--- src/rtl/load_store_unit_if.sv ---
// rtl/load_store_unit_if.sv - DCache request/response bus between load/store unit and DCache
interface load_store_unit_if;
    logic        read_request;
    logic        write_request;
    logic [31:0] addr;
    logic [31:0] write_data;
    logic        response;
    logic [31:0] read_data;

    modport master (
        output read_request,
        output write_request,
        output addr,
        output write_data,
        input  response,
        input  read_data
    );

    modport slave (
        input  read_request,
        input  write_request,
        input  addr,
        input  write_data,
        output response,
        output read_data
    );
endinterface

--- src/rtl/load_store_unit.sv ---
// rtl/load_store_unit.sv - RV32I load/store stage issuing word-aligned DCache accesses
module load_store_unit #(
    parameter int unsigned TIMEOUT_CYCLES = 1024
) (
    input  logic               clk,
    input  logic               reset,
    input  logic               mem_read,
    input  logic               mem_write,
    input  logic [2:0]         funct3,
    input  logic [31:0]        address,
    input  logic [31:0]        store_data,
    output logic [31:0]        load_data,
    output logic               stall,
    output logic               misaligned,
    output logic               access_fault,
    load_store_unit_if.master  dc
);

    typedef enum logic [2:0] {
        IDLE      = 3'd0,
        READ      = 3'd1,
        WRITE     = 3'd2,
        RMW_READ  = 3'd3,
        RMW_WRITE = 3'd4,
        DONE      = 3'd5
    } state_t;

    state_t      state_q;
    logic [2:0]  funct3_q;
    logic [1:0]  offset_q;
    logic [31:0] store_data_q;
    logic [31:0] addr_q;
    logic [31:0] write_data_q;
    logic [31:0] load_data_q;
    logic        read_request_q;
    logic        write_request_q;
    logic        misaligned_q;
    logic        access_fault_q;
    logic [31:0] tmo_cnt_q;

    logic        op_valid;
    logic        misaligned_cond;
    logic        timeout_hit;
    logic [4:0]  lane_shift;
    logic [31:0] lane_data;
    logic [31:0] lane_mask;
    logic [31:0] load_data_d;
    logic [31:0] write_data_d;

    assign op_valid    = mem_read | mem_write;
    assign stall       = op_valid & (state_q != DONE) & ~misaligned_cond;
    assign timeout_hit = (TIMEOUT_CYCLES != 0) && (tmo_cnt_q == TIMEOUT_CYCLES - 1);

    // Only a freshly presented op in IDLE is checked; a store widens the illegal set to BU/HU
    always_comb begin
        misaligned_cond = 1'b0;
        if (state_q == IDLE && op_valid) begin
            misaligned_cond = (funct3 == 3'b011) || (funct3[2] && funct3[1])
                           || (mem_write && funct3[2])
                           || (funct3[1:0] == 2'b01 && address[0])
                           || (funct3[1:0] == 2'b10 && address[1:0] != 2'b00);
        end
    end

    // Halfword offsets are always even here, so one byte-granular shift serves both widths
    always_comb begin
        lane_shift   = {offset_q, 3'b000};
        lane_data    = dc.read_data >> lane_shift;
        lane_mask    = (funct3_q[0] ? 32'h0000_FFFF : 32'h0000_00FF) << lane_shift;
        write_data_d = (dc.read_data & ~lane_mask) | ((store_data_q << lane_shift) & lane_mask);
        case (funct3_q)
            3'b000:  load_data_d = {{24{lane_data[7]}}, lane_data[7:0]};
            3'b100:  load_data_d = {24'd0, lane_data[7:0]};
            3'b001:  load_data_d = {{16{lane_data[15]}}, lane_data[15:0]};
            3'b101:  load_data_d = {16'd0, lane_data[15:0]};
            default: load_data_d = dc.read_data;
        endcase
    end

    // Access sequencer: one outstanding request, registered DCache and status outputs
    always_ff @(posedge clk or posedge reset) begin
        if (reset) begin
            state_q         <= IDLE;
            funct3_q        <= 3'd0;
            offset_q        <= 2'd0;
            store_data_q    <= 32'd0;
            addr_q          <= 32'd0;
            write_data_q    <= 32'd0;
            load_data_q     <= 32'd0;
            read_request_q  <= 1'b0;
            write_request_q <= 1'b0;
            misaligned_q    <= 1'b0;
            access_fault_q  <= 1'b0;
            tmo_cnt_q       <= 32'd0;
        end else begin
            misaligned_q   <= misaligned_cond;
            access_fault_q <= 1'b0;
            case (state_q)
                IDLE: begin
                    if (op_valid && !misaligned_cond) begin
                        funct3_q     <= funct3;
                        offset_q     <= address[1:0];
                        store_data_q <= store_data;
                        addr_q       <= {address[31:2], 2'b00};
                        tmo_cnt_q    <= 32'd0;
                        if (!mem_write) begin
                            read_request_q <= 1'b1;
                            state_q        <= READ;
                        end else if (funct3 == 3'b010) begin
                            write_data_q    <= store_data;
                            write_request_q <= 1'b1;
                            state_q         <= WRITE;
                        end else begin
                            read_request_q <= 1'b1;
                            state_q        <= RMW_READ;
                        end
                    end
                end
                READ, WRITE, RMW_READ, RMW_WRITE: begin
                    if (dc.response) begin
                        read_request_q  <= 1'b0;
                        write_request_q <= 1'b0;
                        tmo_cnt_q       <= 32'd0;
                        if (state_q == READ) begin
                            load_data_q <= load_data_d;
                            state_q     <= DONE;
                        end else if (state_q == RMW_READ) begin
                            write_data_q    <= write_data_d;
                            write_request_q <= 1'b1;
                            state_q         <= RMW_WRITE;
                        end else begin
                            state_q <= DONE;
                        end
                    end else if (timeout_hit) begin
                        read_request_q  <= 1'b0;
                        write_request_q <= 1'b0;
                        access_fault_q  <= 1'b1;
                        tmo_cnt_q       <= 32'd0;
                        state_q         <= DONE;
                    end else begin
                        tmo_cnt_q <= tmo_cnt_q + 32'd1;
                    end
                end
                DONE:    state_q <= IDLE;
                default: state_q <= IDLE;
            endcase
        end
    end

    assign load_data        = load_data_q;
    assign misaligned       = misaligned_q;
    assign access_fault     = access_fault_q;
    assign dc.read_request  = read_request_q;
    assign dc.write_request = write_request_q;
    assign dc.addr          = addr_q;
    assign dc.write_data    = write_data_q;

endmodule

--- src/flat_wrapper.sv ---
// flat-port wrapper written by rule: the top's interface ports become plain ports
module load_store_unit_flat 
#(
    parameter int unsigned TIMEOUT_CYCLES = 1024
)
  (clk, reset, mem_read, mem_write, funct3, address, store_data, load_data, stall, misaligned, access_fault, dc_read_request, dc_write_request, dc_addr, dc_write_data, dc_response, dc_read_data);
  load_store_unit_if dc_i ();
  input  logic clk;
  input  logic reset;
  input  logic mem_read;
  input  logic mem_write;
  input  logic [2:0] funct3;
  input  logic [31:0] address;
  input  logic [31:0] store_data;
  output logic [31:0] load_data;
  output logic stall;
  output logic misaligned;
  output logic access_fault;
  output wire logic [$bits(dc_i.read_request)-1:0] dc_read_request;
  output wire logic [$bits(dc_i.write_request)-1:0] dc_write_request;
  output wire logic [$bits(dc_i.addr)-1:0] dc_addr;
  output wire logic [$bits(dc_i.write_data)-1:0] dc_write_data;
  input wire logic [$bits(dc_i.response)-1:0] dc_response;
  input wire logic [$bits(dc_i.read_data)-1:0] dc_read_data;
  assign dc_read_request = dc_i.read_request;
  assign dc_write_request = dc_i.write_request;
  assign dc_addr = dc_i.addr;
  assign dc_write_data = dc_i.write_data;
  assign dc_i.response = dc_response;
  assign dc_i.read_data = dc_read_data;
  load_store_unit #(.TIMEOUT_CYCLES(TIMEOUT_CYCLES)) u_core (.clk(clk), .reset(reset), .mem_read(mem_read), .mem_write(mem_write), .funct3(funct3), .address(address), .store_data(store_data), .load_data(load_data), .stall(stall), .misaligned(misaligned), .access_fault(access_fault), .dc(dc_i));
endmodule
--- config.mk ---
export PLATFORM = sky130hd
export DESIGN_NAME = load_store_unit_flat
export DESIGN_NICKNAME = d
export VERILOG_FILES = /design/src/rtl/load_store_unit_if.sv /design/src/rtl/load_store_unit.sv /design/src/flat_wrapper.sv
export SDC_FILE = /design/constraint.sdc
export NUM_CORES = 1
export LEC_CHECK = 0
export BUFFER_PORTS_ARGS = -buffer_cell sky130_fd_sc_hd__buf_2
export CORE_ASPECT_RATIO = 1.4
export CORE_UTILIZATION = 34
export CTS_BUF_LIST = sky130_fd_sc_hd__clkbuf_4 sky130_fd_sc_hd__clkbuf_8 sky130_fd_sc_hd__clkbuf_16
export DETAILED_ROUTE_END_ITERATION = 16
export PLACE_DENSITY = 0.66
export REMOVE_ABC_BUFFERS = 1
export SYNTH_ARGS = -nofsm -noshare
export SYNTH_HDL_FRONTEND = slang
export SYNTH_SLANG_ARGS = --single-unit
--- constraint.sdc ---
create_clock -name clk -period 5.55 [get_ports clk]
set_input_delay 0.555 -clock clk [delete_from_list [all_inputs] [get_ports clk]]
set_output_delay 0.555 -clock clk [all_outputs]
set_load 0.02 [all_outputs]
Yosys cells after proc, flatten, opt, wreduce, memory -nomap -nowiden

Cells that the tools add are included.

Register bits after elaboration: 170
Input port bits: 104
Output and inout bits: 101
Word-level logic and storage cells: 106

$add $sub $neg: 1
Eq/ne operators: 21
Shift operators: 3
Mux-type cells: 38
Bitwise logic cells: 8
Reductions and logical operators: 23

Operators with widths:

| kind                    | count |
|---|---|
| $mux W32                | 9 |
| $pmux W32 S2            | 2 |
| $pmux W32 S4            | 1 |
| $and A32 B32 Y32        | 2 |
| $shl A32 B5 Y32         | 2 |
| $add A32 B1 Y32 const B | 1 |
| $eq A32 B10 Y1 const B  | 1 |
| $not A32 Y32            | 1 |
| $or A32 B32 Y32         | 1 |
| $shr A32 B5 Y16         | 1 |
| $mux W1                 | 17 |
| $mux W16                | 1 |
| $mux W3                 | 5 |
| $eq A3 B2 Y1 const B    | 4 |
| $ne A2 B2 Y1 const B    | 5 |
| $eq A3 B3 Y1 const B    | 3 |
| $reduce_and A7 Y1       | 1 |
| $eq A3 B1 Y1 const B    | 2 |
| $logic_and A1 B1 Y1     | 6 |
| $logic_not A3 Y1        | 2 |
| $ne A3 B3 Y1 const B    | 2 |
| $pmux W3 S2             | 1 |
| $reduce_and A2 Y1       | 3 |
| $reduce_and A5 Y1       | 1 |
| other kinds (14)        | 20 |

Depth between registers and ports, before layout

Depth in word-level cells: 10
Gate-level depth with buffers: 8
Gate-level depth less buffers: 6

Worst setup path after synthesis

Ideal clock, no wire load.

Path type: input-to-reg
From: input port funct3[0]
To: register u_core.tmo_cnt_q[31]
Setup time: 0.078 ns
Data arrival time: 2.288 ns
Required time: 5.472 ns
Path slack: 3.184 ns
Stages: 5
Path buffers: 0
Path through: or4_4 > nand3_2 > or4b_4 > or4_1 > a21oi_1

Longest elaborated chain between the ends: 10
Elaborated cells on any way between the ends: 14
Classes of those cells: 4 x eq/ne; 1 x mux; 9 x reduce/logical

RTL lines:

| what                                 | RTL line               | RTL |
|---|---|---|
| from (decl)                          | flat_wrapper.sv:12     | `input logic [2:0] funct3;` |
| $eq A3 B2 Y1                         | load_store_unit.sv:58  | `misaligned_cond = (funct3 == 3'b011) \|\| (funct3[2] && funct3[1])` |
| $logic_or A1 B1 Y1                   | load_store_unit.sv:58  |  |
| $logic_or A1 B1 Y1                   | load_store_unit.sv:59  | `\|\| (mem_write && funct3[2])` |
| $logic_or A1 B1 Y1                   | load_store_unit.sv:60  | `\|\| (funct3[1:0] == 2'b01 && address[0])` |
| $logic_or A1 B1 Y1 *                 | load_store_unit.sv:61  | `\|\| (funct3[1:0] == 2'b10 && address[1:0] != 2'b00);` |
| $mux W1 *                            | load_store_unit.sv:57  | `if (state_q == IDLE && op_valid) begin` |
| $logic_not A1 Y1 *                   | load_store_unit.sv:100 | `if (op_valid && !misaligned_cond) begin` |
| $logic_and A1 B1 Y1 *                | load_store_unit.sv:100 |  |
| $ne A2 B2 Y1 (no source line) *      | --                     |  |
| $reduce_and A2 Y1 (no source line) * | --                     |  |
| to (signal assigned)                 | load_store_unit.sv:141 | `tmo_cnt_q <= tmo_cnt_q + 32'd1;` |
| to (decl)                            | load_store_unit.sv:39  | `logic [31:0] tmo_cnt_q;` |

Mark *: on every way between the ends. The rest lies on a longest branch, timed or not.
A chain may end at the register's enable or synchronous reset.

Final worst setup path

From: register u_core.offset_q[0]
To: register u_core.load_data_q[23] (netlist: u_core.load_data[23])

Longest elaborated chain between the ends: 2

RTL lines:

| what                   | RTL line               | RTL |
|---|---|---|
| from (decl)            | load_store_unit.sv:30  | `logic [1:0] offset_q;` |
| from (signal assigned) | load_store_unit.sv:102 | `offset_q <= address[1:0];` |
| $shr A32 B5 Y16        | load_store_unit.sv:68  | `lane_data = dc.read_data >> lane_shift;` |
| $pmux W32 S4           | load_store_unit.sv:71  | `case (funct3_q)` |
| to (signal assigned)   | load_store_unit.sv:125 | `load_data_q <= load_data_d;` |
| to (decl)              | load_store_unit.sv:34  | `logic [31:0] load_data_q;` |

No other way between the ends.

==> impl_metrics.ini <==
[critical_path]
path_max_fanout = 61
r2r_slack_ns = 2.74
reg2reg_to = u_core.load_data[23]
r2r-start = u_core.offset_q[0]
critical_path_class = flop to flop
crit_start = u_core.offset_q[0]
end_kind = flop
worstPathArrival_ns = 3.08
cp_data_required_time_ns = 5.82
worst-r2r-cell-count = 5
critPathLaunchType = flop

[placement]
dp_hpwl_mm = 16.0
postPlaceCellArea_sq_mm = 0.00931
gp_congestion = 0.816
portBuffers = 202
dp_slack_ns = 2.56

[routing]
viasPerCell = 5.38
drt-met1-wl_mm = 9.46
dr_wl_met2_mm = 11.7
drc = 0
drtIter0Drc = 461
firstDrtPassIters = 5
wirelength_mm = 23.3
dr_wl_met3_mm = 1.34
postRouteAntennaNets = 0
vias = 7096
wl_per_cell_um = 17.6
highest_layer = met5

[logic_synthesis]
yosysSeqAreaShare = 0.480
synth_edf_count = 0
ys.flop_type = dfrtp_1
yosysTopAreaCell = dfrtp_1
synth_area_leaders = dfrtp_1 (48%), mux2_2 (11%), a21oi_1 (5.4%), mux2i_1 (4.2%), o21ai_0 (3.7%)
synth_top_area_frac = 0.480
syn-cell-area_sq_mm = 0.00803
async_flop_share = 1.00
synth_warnings = 0
ys_types = 56
synth_cells = 830
syn_area_per_cell_sq_um = 9.67
yosys_register_bits = 154

[cells_and_area]
area_growth_pct = 23.2
mostFrequentLayoutCells = buf_2 (202), dfrtp_1 (152), a21oi_1 (86)
nNetsFinal = 1106
post-route-cell-area_sq_mm = 0.00988
n_antenna_cell = 0
final_util = 0.426
drive_gt1_frac = 0.347
final_common_cell = buf_2

[sta]
finalSetupViolCount = 0
finalSetupTns_ns = 0
rsz0062_at_grt = false
worst_pin_slew_ns = 1.11
fin_crit_sh = 0.507
relSlewSlack = 0.260
hold_viol = 0
period_minus_slack_ns = 2.81
fin_ws_ns = 2.74
skew_ns = 0.00822
slew_viol_final = 0
max_freq_ghz = 0.355

[clock_network]
h-tree-depth = 4
clkLatencyLatePin_ns = 0.43
numCtsBuffers = 17
tritoncts = built
cts_setup_buffers = 0
holdBufCountCts = 0
clk_pin_slew_ns = 0.07
cts_buffer_depth = 2
clock-sinks = 154
cts_resized = 0
cts_root_buf = clkbuf_16

[pwr]
powerDensity_mw_per_mm2 = 609
power_mw = 6.02
ir_worst_vdd_uv = 237
leakage_nw = 4.36

[global_route]
grt_util_all_layers = 0.195
grt_overflow = 0
grt_max_degree = 82
grt_pass1_wl_mm = 36.7
antenna_found_initial = 4
grt_pass1_vias = 6798

[outcome]
status = finished clean

[floorplanning]
rows = 66
start_util = 0.346
floorplan.core_area_sq_mm = 0.0232
num_io_pins = 205
die_y_um = 184
dieArea_sq_mm = 0.0242
die_x_um = 132

[hold_path]
hold_class = input port to asynchronous set/reset pin

[run]
max_cap_violations = 0
## final cells by class
cell class	instances	area, sq um
Tap cell	306	383
Timing Repair Buffer	214	1100
Multi-Input combinational cell	602	3920
Clock buffer	17	425
Clock inverter	15	153
Fill cell	2283	13300
Sequential cell	154	3860
Inverter	12	50.0
## worst max-delay path: stages, from the launching register on
cell and delay [ns]:
dfrtp_2 1.01, mux4_2 0.44, nand2_1 0.10, a21bo_2 0.24, a21oi_2 0.69, a21oi_1 0.15
## cells in the mapped netlist (16+ instances only)
library cell / instances
mux2_2: 76
a22oi_1: 16
o21ai_0: 59
nor3_1: 22
a31oi_1: 23
nand3_1: 20
a21oi_1: 87
nand3b_1: 23
nor2_1: 62
nand2_1: 76
o22ai_1: 16
mux2i_1: 34
clkbuf_1: 38
dfrtp_1: 154
## stage by stage
step | hold WS (ns) | std cells
global route | 0.323 | 1320
finish | 0.266 | 1320
floorplan | 0.460 | 768
detailed placement | 0.471 | 1288
global placement | 0.466 | 1288
CTS | 0.283 | 1320
## flip-flops by register name (all words and copies together) (netlist names), 2 cells and up
name	count
u_core.load_data	32
u_core.offset_q	2
u_core.state_q	3
u_core.funct3_q	3
u_core.dc.addr	30
u_core.dc.write_data	32
u_core.tmo_cnt_q	32
u_core.store_data_q	16
## power breakdown
group / switching, mW / internal, mW
Clock: 0.535 / 0.634
Combinational: 1.76 / 1.12
Sequential: 0.388 / 1.59
## worst max-delay path by stage
stage | endpoint | slack [ns]
final | u_core.load_data[23] | 2.74
after global routing | u_core.tmo_cnt_q[19] | 2.56
after CTS | u_core.tmo_cnt_q[19] | 2.75
after detailed placement | u_core.load_data[14] | 2.56
after global placement | u_core.load_data[15] | 2.68
after floorplan | u_core.tmo_cnt_q[15] | 0.56
## cell families after synthesis
| family | count (synthesis) | share of synthesized area |
|---|---|---|
| other | 1 | 0.000467 |
| buffers and inverters | 75 | 0.0379 |
| AOI/OAI and AO/OA | 231 | 0.167 |
| DFF | 154 | 0.480 |
| adders and majority gates | 1 | 0.00156 |
| and+or+nand+nor | 257 | 0.161 |
| muxes | 111 | 0.152 |
## metal layers
layer | GRT usage | up-vias
met5 | 0 | -
met1 | 0.225 | 3463
li1 | - | 3357
met3 | 0.0565 | 54
met4 | 0.0860 | 8
met2 | 0.333 | 214
Power figures use the tool's default switching activity.
